<file path="src/rtl/video_lvds_pkg.sv">
// Shared definitions for the 4-lane + clock-lane 7:1 LVDS video link.
// The lane bit positions are common to the transmitter and this receiver.
package video_lvds_pkg;

  typedef enum logic [1:0] {
    HUNT   = 2'd0,
    VERIFY = 2'd1,
    LOCKED = 2'd2
  } lock_state_t;

  localparam int WORD_BITS = 7;
  localparam int NUM_LANES = 4;

  localparam logic [WORD_BITS-1:0] CLK_PATTERN_DEF = 7'b1100011;

  // Bit positions inside a received word; bit 6 is the first bit on the wire.
  // Multi-bit fields run LSB-first from bit 6 downwards (bit-reversed word).
  localparam int L1_RED_LSB  = 6;   // red[5:0]   <- w1[6:1]
  localparam int L1_GRN0     = 0;
  localparam int L2_GRN1     = 6;   // green[5:1] <- w2[6:2]
  localparam int L2_BLU0     = 1;
  localparam int L2_BLU1     = 0;
  localparam int L3_BLU2     = 6;   // blue[5:2]  <- w3[6:3]
  localparam int L3_HSYNC    = 2;
  localparam int L3_VSYNC    = 1;
  localparam int L3_DE       = 0;
  localparam int L4_RED6     = 6;
  localparam int L4_RED7     = 5;
  localparam int L4_GRN6     = 4;
  localparam int L4_GRN7     = 3;
  localparam int L4_BLU6     = 2;
  localparam int L4_BLU7     = 1;
  localparam int L4_DE       = 0;

endpackage

</file>
<file path="src/rtl/lvds_word_align.sv">
// Clock-lane word aligner: shift register, phase counter and HUNT/VERIFY/LOCKED
// state machine. word_strobe marks an aligned word that should be decoded.
module lvds_word_align
  import video_lvds_pkg::*;
#(
  parameter logic [WORD_BITS-1:0] CLK_PATTERN  = CLK_PATTERN_DEF,
  parameter int                   LOCK_COUNT   = 4,
  parameter int                   UNLOCK_COUNT = 3
) (
  input  logic       clk,
  input  logic       rst,
  input  logic       lane_clk,
  output logic       word_strobe,
  output logic       lock_lost,
  output logic       locked,
  output logic [7:0] align_err_cnt
);

  localparam logic [3:0] LOCK_N   = 4'(LOCK_COUNT);
  localparam logic [3:0] UNLOCK_N = 4'(UNLOCK_COUNT);
  localparam logic [2:0] PH_LAST  = 3'(WORD_BITS - 1);

  lock_state_t          r_state;
  logic [WORD_BITS-1:0] r_sr_clk;
  logic [2:0]           r_ph;
  logic [3:0]           r_match_cnt;
  logic [3:0]           r_miss_cnt;
  logic                 r_locked;
  logic [7:0]           r_align_err_cnt;

  logic w_match;
  logic w_ph0;
  logic w_lock_lost;

  function automatic logic [7:0] sat_inc8(input logic [7:0] v);
    return (v == 8'hFF) ? v : v + 8'd1;
  endfunction

  assign w_match     = (r_sr_clk == CLK_PATTERN);
  assign w_ph0       = (r_ph == 3'd0);
  // The final miss drops lock on this edge, so that word is not decoded.
  assign w_lock_lost = (r_state == LOCKED) && w_ph0 && !w_match &&
                       (r_miss_cnt + 4'd1 == UNLOCK_N);

  assign word_strobe   = (r_state == LOCKED) && w_ph0 && !w_lock_lost;
  assign lock_lost     = w_lock_lost;
  assign locked        = r_locked;
  assign align_err_cnt = r_align_err_cnt;

  always_ff @(posedge clk or negedge rst) begin
    if (!rst) begin
      r_state         <= HUNT;
      r_sr_clk        <= '0;
      r_ph            <= 3'd0;
      r_match_cnt     <= 4'd0;
      r_miss_cnt      <= 4'd0;
      r_locked        <= 1'b0;
      r_align_err_cnt <= 8'd0;
    end else begin
      r_sr_clk <= {r_sr_clk[WORD_BITS-2:0], lane_clk};
      r_ph     <= (r_ph == PH_LAST) ? 3'd0 : r_ph + 3'd1;
      case (r_state)
        HUNT: begin
          if (w_match) begin
            r_ph        <= 3'd1;
            r_match_cnt <= 4'd1;
            r_miss_cnt  <= 4'd0;
            if (LOCK_N == 4'd1) begin
              r_state  <= LOCKED;
              r_locked <= 1'b1;
            end else begin
              r_state <= VERIFY;
            end
          end
        end
        VERIFY: begin
          if (w_ph0) begin
            if (w_match) begin
              r_match_cnt <= r_match_cnt + 4'd1;
              if (r_match_cnt + 4'd1 == LOCK_N) begin
                r_state  <= LOCKED;
                r_locked <= 1'b1;
              end
            end else begin
              r_match_cnt <= 4'd0;
              r_state     <= HUNT;
            end
          end
        end
        LOCKED: begin
          if (w_ph0) begin
            if (w_match) begin
              r_miss_cnt <= 4'd0;
            end else if (w_lock_lost) begin
              r_miss_cnt      <= 4'd0;
              r_match_cnt     <= 4'd0;
              r_state         <= HUNT;
              r_locked        <= 1'b0;
              r_align_err_cnt <= sat_inc8(r_align_err_cnt);
            end else begin
              r_miss_cnt <= r_miss_cnt + 4'd1;
            end
          end
        end
        default: begin
          r_state  <= HUNT;
          r_locked <= 1'b0;
        end
      endcase
    end
  end

endmodule

</file>
<file path="src/rtl/video_lvds_rx.sv">
// 7:1 LVDS video receiver: data-lane shift registers plus RGB888/sync/DE
// decode, registered one clk after each aligned word completes.
module video_lvds_rx
  import video_lvds_pkg::*;
#(
  parameter logic [WORD_BITS-1:0] CLK_PATTERN  = CLK_PATTERN_DEF,
  parameter int                   LOCK_COUNT   = 4,
  parameter int                   UNLOCK_COUNT = 3
) (
  input  logic                 clk,
  input  logic                 rst,
  input  logic                 lane_clk,
  input  logic [NUM_LANES-1:0] lane_in,
  output logic [7:0]           red,
  output logic [7:0]           green,
  output logic [7:0]           blue,
  output logic                 hsync,
  output logic                 vsync,
  output logic                 de,
  output logic                 pixel_valid,
  output logic                 locked,
  output logic                 de_mismatch,
  output logic [7:0]           align_err_cnt
);

  logic                 w_word_strobe;
  logic                 w_lock_lost;
  logic [WORD_BITS-1:0] r_sr  [NUM_LANES];
  logic [WORD_BITS-1:0] w_rev [NUM_LANES];
  logic [7:0]           w_red, w_green, w_blue;
  logic [7:0]           r_red, r_green, r_blue;
  logic                 r_hsync, r_vsync, r_de, r_pixel_valid, r_de_mismatch;

  lvds_word_align #(
    .CLK_PATTERN  (CLK_PATTERN),
    .LOCK_COUNT   (LOCK_COUNT),
    .UNLOCK_COUNT (UNLOCK_COUNT)
  ) u_align (
    .clk           (clk),
    .rst           (rst),
    .lane_clk      (lane_clk),
    .word_strobe   (w_word_strobe),
    .lock_lost     (w_lock_lost),
    .locked        (locked),
    .align_err_cnt (align_err_cnt)
  );

  // Multi-bit fields arrive LSB first, so decode from bit-reversed words.
  always_comb begin
    for (int k = 0; k < NUM_LANES; k++) w_rev[k] = {<<{r_sr[k]}};
    w_red   = {r_sr[3][L4_RED7], r_sr[3][L4_RED6], w_rev[0][5:0]};
    w_green = {r_sr[3][L4_GRN7], r_sr[3][L4_GRN6], w_rev[1][4:0], r_sr[0][L1_GRN0]};
    w_blue  = {r_sr[3][L4_BLU7], r_sr[3][L4_BLU6], w_rev[2][3:0],
               r_sr[1][L2_BLU1], r_sr[1][L2_BLU0]};
  end

  always_ff @(posedge clk or negedge rst) begin
    if (!rst) begin
      for (int k = 0; k < NUM_LANES; k++) r_sr[k] <= '0;
      r_red         <= 8'd0;
      r_green       <= 8'd0;
      r_blue        <= 8'd0;
      r_hsync       <= 1'b0;
      r_vsync       <= 1'b0;
      r_de          <= 1'b0;
      r_pixel_valid <= 1'b0;
      r_de_mismatch <= 1'b0;
    end else begin
      for (int k = 0; k < NUM_LANES; k++) r_sr[k] <= {r_sr[k][WORD_BITS-2:0], lane_in[k]};
      r_pixel_valid <= w_word_strobe;
      if (w_word_strobe) begin
        r_red   <= w_red;
        r_green <= w_green;
        r_blue  <= w_blue;
        r_hsync <= r_sr[2][L3_HSYNC];
        r_vsync <= r_sr[2][L3_VSYNC];
        r_de    <= r_sr[2][L3_DE];
        if (r_sr[2][L3_DE] != r_sr[3][L4_DE]) r_de_mismatch <= 1'b1;
      end else if (w_lock_lost) begin
        r_de          <= 1'b0;
        r_de_mismatch <= 1'b0;
      end
    end
  end

  assign red         = r_red;
  assign green       = r_green;
  assign blue        = r_blue;
  assign hsync       = r_hsync;
  assign vsync       = r_vsync;
  assign de          = r_de;
  assign pixel_valid = r_pixel_valid;
  assign de_mismatch = r_de_mismatch;

endmodule

</file>
<file path="config.mk">
export PLATFORM = sky130hd
export DESIGN_NAME = video_lvds_rx
export DESIGN_NICKNAME = d
export VERILOG_FILES = /design/src/rtl/video_lvds_pkg.sv /design/src/rtl/lvds_word_align.sv /design/src/rtl/video_lvds_rx.sv
export SDC_FILE = /design/constraint.sdc
export NUM_CORES = 1
export LEC_CHECK = 0
export ABC_CLOCK_PERIOD_IN_PS = 3150
export CAP_MARGIN = 20
export CELL_PAD_IN_SITES_DETAIL_PLACEMENT = 1
export CELL_PAD_IN_SITES_GLOBAL_PLACEMENT = 2
export CORE_UTILIZATION = 40
export CTS_CLUSTER_DIAMETER = 50
export DETAILED_ROUTE_END_ITERATION = 10
export DONT_BUFFER_PORTS = 1
export PLACE_DENSITY = 0.77
export SLEW_MARGIN = 20
export SYNTH_ARGS = -nofsm -noshare
export SYNTH_HDL_FRONTEND = slang
export SYNTH_HIERARCHICAL = 1
export SYNTH_SLANG_ARGS = --single-unit
</file>
<file path="constraint.sdc">
create_clock -name clk -period 3.15 [get_ports clk]
set_clock_uncertainty 0.1 [all_clocks]
set_input_delay 0.315 -clock clk [delete_from_list [all_inputs] [get_ports clk]]
set_output_delay 0.315 -clock clk [all_outputs]
set_load 0.05 [all_outputs]
</file>
Word-level counts from Yosys, hierarchy flattened --
Cells that the tools add are included.
Operators by class: $add $sub $neg 4, equality and inequality tests 17, mux-type cells 33, bitwise gates (word level) 3, reduce and logical (&&, ||, !) cells 17
Operator list (number):
- $mux W4 | 10
- $mux W2 | 7
- $ne A2 B1 Y1 const B | 7
- $pmux W4 S3 | 1
- $reduce_and A6 Y1 | 2
- $mux W1 | 9
- $mux W3 | 3
- $add A4 B1 Y4 const B | 2
- $add A8 B1 Y8 const B | 1
- $eq A8 B8 Y1 const B | 1
- $pmux W4 S2 | 1
- $eq A7 B7 Y1 const B | 1
- $reduce_and A7 Y1 | 1
- $pmux W2 S3 | 1
- $reduce_and A5 Y1 | 1
- $eq A4 B2 Y1 const B | 1
- $eq A4 B3 Y1 const B | 1
- $logic_and A1 B1 Y1 | 4
- $reduce_bool A2 Y1 | 2
- $add A3 B1 Y3 const B | 1
- $eq A3 B3 Y1 const B | 1
- $logic_not A3 Y1 | 1
- $ne A3 B3 Y1 const B | 1
- $not A1 Y1 | 3
- other kinds (10) | 11
Word-level totals: register bits 86, input port bits 7, output and inout port bits 38, word-level logic and storage cells 93

Longest topological paths before layout --
Gate-level depths: netlist of run 1.
depth in word-level cells 8, depth in mapped cells 10

Cells and area by module --
The synthesis of run 1 kept the hierarchy.
By module, submodules not included:
- video_lvds_rx | times used 1, cells each 92, area an instance 1814.2 µm², sequential area each 1426.4 µm²
- lvds_word_align | times used 1, cells each 141, area an instance 1536.5 µm², sequential area each 725.7 µm²

Worst setup path after synthesis of run 1 --
Ideal clock, no wire load.
path type register -> register, start point register u_align.r_state[0], end point register r_red[0] (netlist: red[0]), arrival time 2.183 ns, required time 2.925 ns, setup slack 0.742 ns, stages on the path, launching flop included 10, buffers on the path 3, clock period less this slack 2.408 ns, path through dfrtp_1 > inv_1 > ha_1 > clkbuf_1 > o31ai_1 > nor3_2 > nor2_1 > buf_6 > buf_6 > mux2_4
Between the ends: word-level cells in the longest chain between the ends 6
RTL lines:
- from (decl) | RTL line lvds_word_align.sv:23 | lock_state_t r_state;
- from (signal assigned) | RTL line lvds_word_align.sv:52 | r_state <= HUNT;
- from (signal assigned) | RTL line lvds_word_align.sv:69 | r_state <= LOCKED;
- from (signal assigned) | RTL line lvds_word_align.sv:72 | r_state <= VERIFY;
- $eq A2 B2 Y1 | RTL line lvds_word_align.sv:42 | assign w_lock_lost = (r_state == LOCKED) && w_ph0 && !w_match &&
- $logic_and A1 B1 Y1 (3 in a row) | RTL line lvds_word_align.sv:42
- via w_lock_lost | RTL line video_lvds_rx.sv:27 | logic w_lock_lost;
- $logic_not A1 Y1 | RTL line lvds_word_align.sv:45 | assign word_strobe = (r_state == LOCKED) && w_ph0 && !w_lock_lost;
- $logic_and A1 B1 Y1 | RTL line lvds_word_align.sv:45
- via w_word_strobe | RTL line video_lvds_rx.sv:26 | logic w_word_strobe;
- to (signal assigned) | RTL line video_lvds_rx.sv:72 | r_red <= w_red;
- to (decl) | RTL line video_lvds_rx.sv:31 | logic [7:0] r_red, r_green, r_blue;
The timed path passes the listed nets, and every way through them passes these cells. A chain may end at the register's enable or synchronous reset.

Worst setup path in the final report of run 1 --
start point register u_align.r_sr_clk[4], end point register r_blue[7] (netlist: blue[7])
Between the ends: word-level cells in the longest chain between the ends 6
RTL lines:
- from (decl) | RTL line lvds_word_align.sv:24 | logic [WORD_BITS-1:0] r_sr_clk;
- from (signal assigned) | RTL line lvds_word_align.sv:60 | r_sr_clk <= {r_sr_clk[WORD_BITS-2:0], lane_clk};
- $eq A7 B7 Y1 | RTL line lvds_word_align.sv:39 | assign w_match = (r_sr_clk == CLK_PATTERN);
- $logic_not A1 Y1 | RTL line lvds_word_align.sv:42
- $logic_and A1 B1 Y1 (2 in a row) | RTL line lvds_word_align.sv:42
- via w_lock_lost | RTL line video_lvds_rx.sv:27
- $logic_not A1 Y1 | RTL line lvds_word_align.sv:45
- $logic_and A1 B1 Y1 | RTL line lvds_word_align.sv:45
- via w_word_strobe | RTL line video_lvds_rx.sv:26
- to (signal assigned) | RTL line video_lvds_rx.sv:74 | r_blue <= w_blue;
- to (decl) | RTL line video_lvds_rx.sv:31
The timed path passes the listed nets, and every way through them passes these cells.

==> impl_table.tex, run 1 <==
\begin{tabular}{lr}
\hline
Metric & Value \\
\hline
\multicolumn{2}{l}{\textbf{Floorplanning}} \\
IO Pins & between 40 and 50 \\
Area enclosed by the die boundary & approximately 0.009 mm2 \\
Die extent in x & between 90 and 100 um \\
Core Region & between 0.008 and 0.009 mm2 \\
Placement Rows & 33 \\
Die outline height & $\sim$94 um \\
Effective utilization at floorplan & between 40\% and 50\% \\
\multicolumn{2}{l}{\textbf{Logic synthesis}} \\
Proportion of synthesized chip area in sequential cells & 64.2\% \\
Number of flops mapped to enable cells by yosys & 0 \\
Proportion of netlist area held by the largest area contributor & around 64\% \\
Synthesized netlist cell count & around 230 \\
Post-Synthesis Mean Instance Area & 14.4 um2 \\
Share of flip-flops with an asynchronous set or reset after synthesis & 100\% \\
Dominant cell type by area after synthesis & sky130\_fd\_sc\_hd\_\_dfrtp\_1 \\
Flip-flop cell with the highest count after synthesis & sky130\_fd\_sc\_hd\_\_dfrtp\_1 \\
Net count after synthesis & about 250 \\
Number of unique standard cell types used by synthesis & 46 \\
Ranking of synthesized cells by area & sky130\_fd\_sc\_hd\_\_dfrtp\_1 64\%, sky130\_fd\_sc\_hd\_\_mux2\_2 7.4\%, sky130\_fd\_sc\_hd\_\_mux2\_4 3.6\%, sky130\_fd\_sc\_hd\_\_ha\_1 3.0\%, sky130\_fd\_sc\_hd\_\_nor2\_1 1.5\% \\
Number of warnings issued by yosys & 6 \\
Flops \& latches, synth & 86 \\
Syn Std Cell Area & between 0.003 and 0.004 mm2 \\
\multicolumn{2}{l}{\textbf{Global route}} \\
Initial antenna violation count & 0 \\
Total gr overflow & 0 \\
Global-route wire length before repair & roughly 9.6 mm \\
Combined global-route utilization of all metal layers & approximately 15\% \\
Pin count of the biggest net entering global routing & 87 \\
Via count of the first global-routing pass & 1,924 \\
\multicolumn{2}{l}{\textbf{Clocking}} \\
Number of H-tree levels & 3 \\
Maximum clock path buffer count & 2 \\
CTS tree & done \\
Cell at the root of the clock tree & sky130\_fd\_sc\_hd\_\_clkbuf\_8 \\
Number of buffers added by the clock tree synthesis step & 9 \\
TritonCTS Sinks & 86 \\
Postcts setup bufs & 0 \\
Clk Latency, worst-skew pair & 0.35 ns \\
Clock-pin slew of the registers on the worst-case setup and hold paths & around 0.09 ns \\
\multicolumn{2}{l}{\textbf{Worst setup path}} \\
Critical-path cell list & nand4bb\_1 > o31ai\_1 > nor3\_2 > nor2\_4 > mux2\_2 \\
Largest stage delay on the critical path & $\sim$0.73 ns \\
Type of element launching the critical path & register \\
Slowest cell on the critical path & sky130\_fd\_sc\_hd\_\_nor2\_4 \\
Worst setup EP type & register \\
R2R setup slack & around 0.57 ns \\
Type of the worst setup path & reg2reg \\
Arrival time of the worst setup path & 2.71 ns \\
Maximum net fanout on the critical path & 30 \\
Required @ worst endpoint & around 3.3 ns \\
\multicolumn{2}{l}{\textbf{Cells and area}} \\
Antenna cell count & 0 \\
FILL cells & 837 \\
Multi-input gate area in the final layout & about 0.0011 mm2 \\
Final Non-Filler Cells & roughly 360 \\
Proportion of layout cells with a drive suffix above 1 & roughly 23\% \\
Leading cell type in the layout, fill and taps excluded & sky130\_fd\_sc\_hd\_\_dfrtp\_1 \\
Area overhead of the layout relative to synthesis & 11.4\% \\
Register Area & 0.00215 mm2 \\
Count of nets after finishing & $\sim$260 \\
Top library cells by usage in the layout, fill and taps aside & 86 x sky130\_fd\_sc\_hd\_\_dfrtp\_1, 22 x sky130\_fd\_sc\_hd\_\_mux2\_2, 12 x sky130\_fd\_sc\_hd\_\_nor2\_1 \\
\multicolumn{2}{l}{\textbf{STA}} \\
Minimum clock period & 2.58 ns \\
Unrepaired setup endpoints after global routing & false \\
Worst relative slew slack & between 30 and 40\% \\
Hold Violations, Final & 0 \\
Worst hold slack across all endpoints & between 0.2 and 0.3 ns \\
Count of endpoints failing setup in the final report & 0 \\
Max-slew violation count & 0 \\
Worst-Margin Slew & $\sim$0.91 ns \\
Setup TNS after final layout & 0 ns \\
Final worst path period share & between 80\% and 90\% \\
Highest clock rate & just under 0.4 GHz \\
\multicolumn{2}{l}{\textbf{Power and ir drop}} \\
Static Leak & 1.68 nW \\
PwrDens & between 600 and 700 mW/mm2 \\
Pwr Total & around 0.0025 W \\
Worst voltage drop across the vdd grid & about 0.00023 V \\
\multicolumn{2}{l}{\textbf{Route}} \\
Via-to-Cell Ratio & 5.14 \\
Routed wirelength normalized by instance count & between 15 and 20 um \\
Number of DRC markers after the initial detailed-route iteration & 62 \\
Number of iterations in the first detailed-routing pass & 4 \\
Count of antenna-violating nets left after detailed routing & 0 \\
Overall routed net length & between 5 and 6 mm \\
DRC Markers & 0 \\
Total number of vias & about 1,800 \\
\multicolumn{2}{l}{\textbf{Hold path}} \\
Worst hold-check path type & reg2reg \\
\multicolumn{2}{l}{\textbf{Job}} \\
MaxCap Viol Count & 0 \\
\multicolumn{2}{l}{\textbf{Outcome}} \\
Run status & completed \\
\multicolumn{2}{l}{\textbf{Place}} \\
Number of placed instances with taps included & 333 \\
Number of buffers inserted by port buffering & 0 \\
Placed wire-length estimate & between 3 and 4 mm \\
Placer congestion estimate & roughly 0.69 \\
\hline
\end{tabular}
[path summary, 6_finish.rpt]
| check | from | endpoint | depth (start not counted) |
|---|---|---|---|
| hold reg to reg | r_sr[17] | r_sr[18] | 0 |
| setup reg to reg | u_align/r_sr_clk[4] | blue[7] | 5 |
| hold / removal | r_sr[17] | r_sr[18] | 0 |
| min in group asynchronous | rst | red[0] | 2 |
| max in group asynchronous | rst | r_sr[7] | 2 |
| setup / recovery | u_align/r_sr_clk[4] | blue[7] | 5 |
[power breakdown]
group          leakage [nW]  switching, W  total (W)  internal [W]
Combinational         0.477      0.000200   0.000358      0.000158
Sequential             1.11      0.000157    0.00134       0.00118
Clock                0.0923      0.000400   0.000769      0.000369
Total                  1.68      0.000757    0.00246       0.00171
[kinds of logic (layout without fill, tap and decap cells)]
logic type      Yosys count  after routing  share of synthesized area (%)
mux                      34             34                           12.2
xor+xnor                  6              6                           1.57
compound gates           30             30                           7.39
buf+inv                  14             31                           2.32
fa+ha+maj                 8              8                           2.99
flops                    86             86                           64.2
simple gates             55             55                           9.26
[flip-flops by register name, summed over array words and instances (netlist names), 3 cells and up]
| name | flops |
|---|---|
| u_align/r_ph | 3 |
| u_align/r_sr_clk | 7 |
| u_align/align_err_cnt | 8 |
| red | 8 |
| green | 8 |
| r_sr | 28 |
| u_align/r_miss_cnt | 4 |
| u_align/r_match_cnt | 4 |
| blue | 8 |
[worst max-delay path, delay by kind of cell, from the launching register on]
kind               cells  cell delay, ns
and+or+nand+nor        3            1.10
AOI/OAI and AO/OA      1            0.45
DFF                    1            0.39
muxes                  1            0.41
[metrics by stage]
stage | utilization, % | cell area (um2) | worst slack, ns
3_5_place_dp | 42.2 | 3450 | 0.526
5_1_grt | 45.7 | 3730 | 0.366
2_1_floorplan | - | 3350 | 0.742
3_3_place_gp | 42.2 | 3450 | 0.637
4_1_cts | 45.7 | 3730 | 0.511
6_report | 45.7 | 3730 | 0.569
[Yosys cell counts (all sizes together) (2+ instances only)]
library cell / count
a32o: 2
o21ai: 5
a31oi: 2
and3: 2
nor3: 5
nand2b: 2
mux2: 32
a211oi: 3
nor2: 13
a21oi: 4
o2bb2ai: 2
nor2b: 6
nand3: 6
o31a: 2
mux2i: 2
nand4: 4
nand2: 11
ha: 8
dfrtp: 86
o22ai: 3
nand4bb: 2
buf: 5
inv: 8
xnor2: 5
[what timing repair did]
item	in CTS	in global routing
endpoints found under the hold margin	91	0
hold buffers	7	0
endpoints found under the setup margin	0	0
gates resized for setup	0	0
[layer usage]
| layer | vias up | wire (um) | global-route usage [%] | part of all wire, % |
|---|---|---|---|---|
| met4 | 0 | 97 | 7.31 | 1.7 |
| met1 | 926 | 2720 | 19.2 | 47 |
| met5 | - | 0 | 0 | 0 |
| li1 | 853 | - | - | - |
| met2 | 39 | 2650 | 21.8 | 46 |
| met3 | 7 | 261 | 4.72 | 4.6 |
[cell type report]
class	instances	share of cell area [%]
flip-flops and latches	86	57.7
repair buffers	8	2.55
inverters	8	0.805
well taps	105	3.52
multi-input cells	133	30.2
clock inverters	6	1.91
clock buffers	9	3.32
Note: power is estimated with default switching activity, not from simulation.
==> run 2, diff against run 1 <==
Settings changed: ABC_CLOCK_PERIOD_IN_PS 3150 to 2500.
Clock period 3.15 ns to 2.5 ns, I/O delays scaled along.
==> impl_table.tex, run 2 (synthesis results as in run 1) <==
\begin{tabular}{lr}
\hline
Metric & Value \\
\hline
\multicolumn{2}{l}{\textbf{Outcome}} \\
Run status & completed \\
\multicolumn{2}{l}{\textbf{Global route}} \\
Initial antenna violation count & 0 \\
Pin count of the biggest net entering global routing & 87 \\
Global-route wire length before repair & slightly above 10 mm \\
Total gr overflow & 0 \\
Via count of the first global-routing pass & about 2,000 \\
Combined global-route utilization of all metal layers & between 15 and 20\% \\
\multicolumn{2}{l}{\textbf{STA}} \\
Unrepaired setup endpoints after global routing & false \\
Worst hold slack across all endpoints & approximately 0.27 ns \\
Final worst path period share & between 90\% and 100\% \\
Max-slew violation count & 0 \\
Worst-Margin Slew & $\sim$0.57 ns \\
Highest clock rate & around 0.43 GHz \\
Minimum clock period & $\sim$2.3 ns \\
Count of endpoints failing setup in the final report & 0 \\
Setup TNS after final layout & 0 ns \\
Hold Violations, Final & 0 \\
Final worst-path setup slack & roughly 0.18 ns \\
Worst relative slew slack & between 60\% and 70\% \\
\multicolumn{2}{l}{\textbf{Hold path}} \\
Number of instances on the worst hold path & 0 \\
Worst Hold Endpoint & r\_sr[20] \\
Worst hold start & r\_sr[19] \\
Worst hold-check path type & reg2reg \\
\multicolumn{2}{l}{\textbf{Job}} \\
MaxCap Viol Count & 0 \\
\multicolumn{2}{l}{\textbf{Power and ir drop}} \\
Internal power contribution & roughly 0.0021 W \\
Fraction of power consumed by combinational cells & roughly 15\% \\
Share of power burned in the clock network & 30.0\% \\
Static Leak & around 1.7 nW \\
Worst voltage drop across the vdd grid & 0.000362 V \\
Seq pwr share & roughly 55\% \\
PwrDens & approximately 810 mW/mm2 \\
Switching part of the total & a little under a third \\
Switching power summed over all nets & just under 0.001 W \\
\multicolumn{2}{l}{\textbf{Floorplanning}} \\
Die outline height & between 90 and 100 um \\
IO Pins & between 40 and 50 \\
Area enclosed by the die boundary & approximately 0.009 mm2 \\
Effective utilization at floorplan & around 41\% \\
Die extent in x & between 90 and 100 um \\
Core Region & between 0.008 and 0.009 mm2 \\
Placement Rows & 33 \\
\multicolumn{2}{l}{\textbf{Route}} \\
Via-to-Cell Ratio & roughly 5.2 \\
Overall routed net length & 5.90 mm \\
Routed wirelength normalized by instance count & 16.1 um \\
DRC Markers & 0 \\
Number of DRC markers after the initial detailed-route iteration & 66 \\
Total number of vias & between 1,500 and 2,000 \\
Count of antenna-violating nets left after detailed routing & 0 \\
Number of iterations in the first detailed-routing pass & 4 \\
\multicolumn{2}{l}{\textbf{Worst setup path}} \\
R2R setup slack & 0.18 ns \\
Largest stage delay on the critical path & roughly 0.42 ns \\
Endpoint of the lowest-slack register-to-register path & u\_align/align\_err\_cnt[4] \\
Type of the worst setup path & reg2reg \\
Critical-path cell list & ha\_1 > nor2b\_1 > nand4bb\_2 > nor3\_2 > buf\_4 > nand4\_1 > mux2\_1 \\
Required @ worst endpoint & roughly 2.6 ns \\
Worst setup EP type & register \\
Reg2reg start & u\_align/r\_miss\_cnt[1] \\
Type of element launching the critical path & register \\
Slowest cell on the critical path & sky130\_fd\_sc\_hd\_\_dfrtp\_1 \\
Arrival time of the worst setup path & about 2.5 ns \\
Maximum net fanout on the critical path & 6 \\
Reg2reg path depth & 7 \\
\multicolumn{2}{l}{\textbf{Place}} \\
Placed wire-length estimate & $\sim$3.9 mm \\
Placer congestion estimate & $\sim$0.75 \\
Total placed instance area & 0.00354 mm2 \\
Worst slack after detailed placement & about 0.18 ns \\
Number of buffers inserted by port buffering & 0 \\
\multicolumn{2}{l}{\textbf{Clocking}} \\
CTS tree & done \\
Clock-pin slew of the registers on the worst-case setup and hold paths & approximately 0.090 ns \\
TritonCTS Sinks & 86 \\
Clk Latency, worst-skew pair & 0.35 ns \\
Maximum clock path buffer count & 2 \\
Cell at the root of the clock tree & sky130\_fd\_sc\_hd\_\_clkbuf\_8 \\
Number of H-tree levels & 3 \\
Number of buffers added by the clock tree synthesis step & 9 \\
\multicolumn{2}{l}{\textbf{Cells and area}} \\
Max reg flops & 28 \\
Reg with most FFs & r\_sr \\
Leading cell type in the layout, fill and taps excluded & sky130\_fd\_sc\_hd\_\_dfrtp\_1 \\
Antenna cell count & 0 \\
Top library cells by usage in the layout, fill and taps aside & 86 x sky130\_fd\_sc\_hd\_\_dfrtp\_1, 22 x sky130\_fd\_sc\_hd\_\_mux2\_2, 12 x sky130\_fd\_sc\_hd\_\_nor2\_1 \\
Count of nets after finishing & between 200 and 300 \\
Post-route cell area & roughly 0.0038 mm2 \\
Proportion of layout cells with a drive suffix above 1 & 26.3\% \\
Area overhead of the layout relative to synthesis & 14.1\% \\
\hline
\end{tabular}
==> run 2: cell count changes in the layout (fill, tap and decap cells not counted) <==
cell / delta
sky130_fd_sc_hd__buf_12: +1
sky130_fd_sc_hd__buf_4: +10
sky130_fd_sc_hd__bufinv_16: -1
sky130_fd_sc_hd__clkbuf_8: +1
sky130_fd_sc_hd__inv_8: +1
==> run 2: worst max path at each step <==
stage                                     start  slack [ns]                  endpoint  cells past startpoint
final                     u_align/r_miss_cnt[1]        0.18  u_align/align_err_cnt[4]                      7
after CTS                 u_align/r_miss_cnt[1]        0.16  u_align/align_err_cnt[4]                      7
after global routing      u_align/r_miss_cnt[0]        0.04  u_align/align_err_cnt[4]                      7
after floorplan              u_align/r_state[0]        0.09                    red[0]                      9
after detailed placement  u_align/r_miss_cnt[1]        0.18  u_align/align_err_cnt[4]                      7
after global placement    u_align/r_miss_cnt[1]        0.26  u_align/align_err_cnt[4]                      7
==> run 2: power groups by stage <==
stage / Clock (W) / Sequential [W] / Combinational, W
floorplan: 0 / 0.00169 / 0.000349
global placement: 0 / 0.00170 / 0.000422
detailed placement: 0 / 0.00171 / 0.000434
CTS: 0.000953 / 0.00169 / 0.000477
global route: 0.00101 / 0.00170 / 0.000534
finish: 0.000925 / 0.00168 / 0.000472
==> run 2: repair_timing <==
item,4_1_cts,5_1_grt
hold buffers,7,0
buffers inserted,0,0
gates resized for setup,0,0
hold endpoints to repair,91,0
==> run 2: metrics by stage <==
| stage | total power [W] | instances | utilization [%] |
|---|---|---|---|
| after floorplan | 0.00203 | 233 | - |
| after global placement | 0.00213 | 344 | 43.4 |
| after detailed placement | 0.00215 | 344 | 43.4 |
| after CTS | 0.00312 | 367 | 46.8 |
| after global routing | 0.00325 | 367 | 46.8 |
| final | 0.00308 | 367 | 46.8 |
==> run 2: final cells by class <==
class | count | area (um2)
Sequential cell | 86 | 2150
Inverter | 8 | 30.0
Timing Repair Buffer | 19 | 190
Clock inverter | 6 | 52.6
Fill cell | 848 | 4350
Clock buffer | 10 | 138
Tap cell | 105 | 131
Multi-Input combinational cell | 133 | 1130
==> run 2: per-layer routing <==
layer	GRT usage (%)	up-vias	share of wire [%]
met2	23.3	44	48
li1	-	874	-
met5	0	-	0
met4	4.62	0	1.1
met1	20.6	972	46
met3	6.42	7	5.4
==> run 2: worst max-delay path: cells and delay by family, from the launching register on <==
kind | cells | cell delay (ns)
mux | 1 | 0.34
buf+inv | 1 | 0.23
flops | 1 | 0.42
fa+ha+maj | 1 | 0.20
simple gates | 4 | 0.93
==> run 3, diff against run 2 <==
Settings changed: CORE_MARGIN from default to 8.
==> impl_table.tex, run 3 (synthesis results as in run 1) <==
\begin{tabular}{lr}
\hline
Metric & Value \\
\hline
\multicolumn{2}{l}{\textbf{Outcome}} \\
Run status & completed \\
\multicolumn{2}{l}{\textbf{Worst setup path}} \\
Type of element launching the critical path & register \\
Worst setup EP type & register \\
Maximum net fanout on the critical path & 9 \\
Setup crit start & u\_align/r\_miss\_cnt[1] \\
Required @ worst endpoint & 2.64 ns \\
Slowest cell on the critical path & sky130\_fd\_sc\_hd\_\_dfrtp\_1 \\
Type of the worst setup path & reg2reg \\
Arrival time of the worst setup path & 2.47 ns \\
Largest stage delay on the critical path & 0.42 ns \\
Sum of buffers and inverters on the critical path & 1 \\
Reg2reg start & u\_align/r\_miss\_cnt[1] \\
Critical-path cell list & ha\_1 > nor2b\_1 > nand4bb\_2 > nor3\_4 > buf\_4 > o31a\_1 > mux2\_1 \\
Kind of cell adding the most delay to the critical path & simple AND/OR/NAND/NOR gates \\
\multicolumn{2}{l}{\textbf{STA}} \\
Worst-Margin Slew & between 0.5 and 0.6 ns \\
Setup TNS after final layout & 0 ns \\
Max-slew violation count & 0 \\
Worst relative slew slack & between 60\% and 70\% \\
Final worst path period share & 93.3\% \\
Highest clock rate & between 0.4 and 0.5 GHz \\
Count of endpoints failing setup in the final report & 0 \\
Worst hold slack across all endpoints & between 0.2 and 0.3 ns \\
Hold Violations, Final & 0 \\
Unrepaired setup endpoints after global routing & false \\
Minimum clock period & about 2.3 ns \\
\multicolumn{2}{l}{\textbf{Cells and area}} \\
Reg with most FFs & r\_sr \\
Area overhead of the layout relative to synthesis & 14.2\% \\
End-of-flow core utilization & 46.8\% \\
Leading cell type in the layout, fill and taps excluded & sky130\_fd\_sc\_hd\_\_dfrtp\_1 \\
Max reg flops & 28 \\
Top library cells by usage in the layout, fill and taps aside & 86 x sky130\_fd\_sc\_hd\_\_dfrtp\_1, 22 x sky130\_fd\_sc\_hd\_\_mux2\_2, 13 x sky130\_fd\_sc\_hd\_\_buf\_4 \\
Count of nets after finishing & roughly 270 \\
Antenna cell count & 0 \\
Final Non-Filler Cells & between 300 and 400 \\
Proportion of layout cells with a drive suffix above 1 & between 20\% and 30\% \\
\multicolumn{2}{l}{\textbf{Clocking}} \\
Clock-pin slew of the registers on the worst-case setup and hold paths & approximately 0.090 ns \\
Cell at the root of the clock tree & sky130\_fd\_sc\_hd\_\_clkbuf\_8 \\
CTS tree & done \\
Number of H-tree levels & 3 \\
Clk Latency, worst-skew pair & between 0.3 and 0.4 ns \\
Maximum clock path buffer count & 2 \\
Number of buffers added by the clock tree synthesis step & 9 \\
TritonCTS Sinks & 86 \\
\multicolumn{2}{l}{\textbf{Floorplanning}} \\
Area enclosed by the die boundary & roughly 0.012 mm2 \\
Die extent in x & around 110 um \\
Effective utilization at floorplan & a little over 40\% \\
Core Region & approximately 0.0082 mm2 \\
IO Pins & 45 \\
Die outline height & $\sim$110 um \\
Placement Rows & 33 \\
\multicolumn{2}{l}{\textbf{Global route}} \\
Via count of the first global-routing pass & slightly above 2,000 \\
Pin count of the biggest net entering global routing & a little under 90 \\
Global-route wire length before repair & approximately 11 mm \\
Total gr overflow & 0 \\
Initial antenna violation count & 0 \\
Combined global-route utilization of all metal layers & about an eighth \\
\multicolumn{2}{l}{\textbf{Route}} \\
Overall routed net length & about 6.3 mm \\
Number of iterations in the first detailed-routing pass & 4 \\
Total number of vias & $\sim$1,900 \\
Routed wirelength normalized by instance count & $\sim$17 um \\
DRC Markers & 0 \\
Count of antenna-violating nets left after detailed routing & 0 \\
Number of DRC markers after the initial detailed-route iteration & 52 \\
Via-to-Cell Ratio & just over 5 \\
\multicolumn{2}{l}{\textbf{Place}} \\
Number of placed instances with taps included & approximately 350 \\
Placer congestion estimate & between 0.6 and 0.7 \\
Placed wire-length estimate & about 4.4 mm \\
Number of buffers inserted by port buffering & 0 \\
\multicolumn{2}{l}{\textbf{Hold path}} \\
Worst hold-check path type & reg2reg \\
Worst hold start & r\_sr[11] \\
\multicolumn{2}{l}{\textbf{Power and ir drop}} \\
PwrDens & $\sim$800 mW/mm2 \\
Static Leak & approximately 1.7 nW \\
Worst voltage drop across the vdd grid & just over 0.0004 V \\
\multicolumn{2}{l}{\textbf{Job}} \\
MaxCap Viol Count & 0 \\
\hline
\end{tabular}
[run 3: worst paths after layout]
| check | endpoint | slack, ns | cells past startpoint |
|---|---|---|---|
| worst max-delay path | u_align/align_err_cnt[1] | 0.17 | 7 |
| worst min-delay path | r_sr[12] | 0.27 | 0 |
| worst max register to register | u_align/align_err_cnt[1] | 0.17 | 7 |
| worst min register to register | r_sr[12] | 0.27 | 0 |
| max in group asynchronous | green[3] | 1.59 | 2 |
| min in group asynchronous | u_align/r_match_cnt[1] | 0.34 | 2 |
[run 3: metal layers]
metal  up-vias  track usage (%)  share of wire (%)
li1        873                -                  -
met1       993             13.4                 42
met2        36             19.5                 50
met3         9             5.33                7.2
met4         0             3.57                1.2
met5         -                0                  0
[run 3: timing repair]
item                                    CTS  global route
gates resized for setup                   1             1
endpoints found under the setup margin   22             1
hold buffers                              7             0
pin swaps                                 1             0
gates cloned                              1             0
endpoints found under the hold margin    91             0
setup buffers                             0             0
[run 3: stage by stage]
stage | power [W] | setup slack [ns] | cell area (um2)
finish | 0.00303 | 0.168 | 3820
global route | 0.00319 | 0.0547 | 3820
CTS | 0.00308 | 0.0443 | 3820
detailed placement | 0.00214 | -0.0330 | 3540
global placement | 0.00212 | 0.0602 | 3540
floorplan | 0.00203 | 0.0921 | 3350
[run 3: power by group]
group	switching (W)	total, W	internal (W)
clock network	0.000508	0.000885	0.000377
logic	0.000252	0.000462	0.000210
registers	0.000198	0.00168	0.00149
total	0.000958	0.00303	0.00207
[run 3: cell type report]
| cell class | instances | area [um2] |
|---|---|---|
| Clock buffer | 10 | 128 |
| Clock inverter | 6 | 52.6 |
| Fill cell | 834 | 4350 |
| Inverter | 8 | 30.0 |
| Multi-Input combinational cell | 134 | 1150 |
| Sequential cell | 86 | 2150 |
| Tap cell | 105 | 131 |
| Timing Repair Buffer | 20 | 185 |
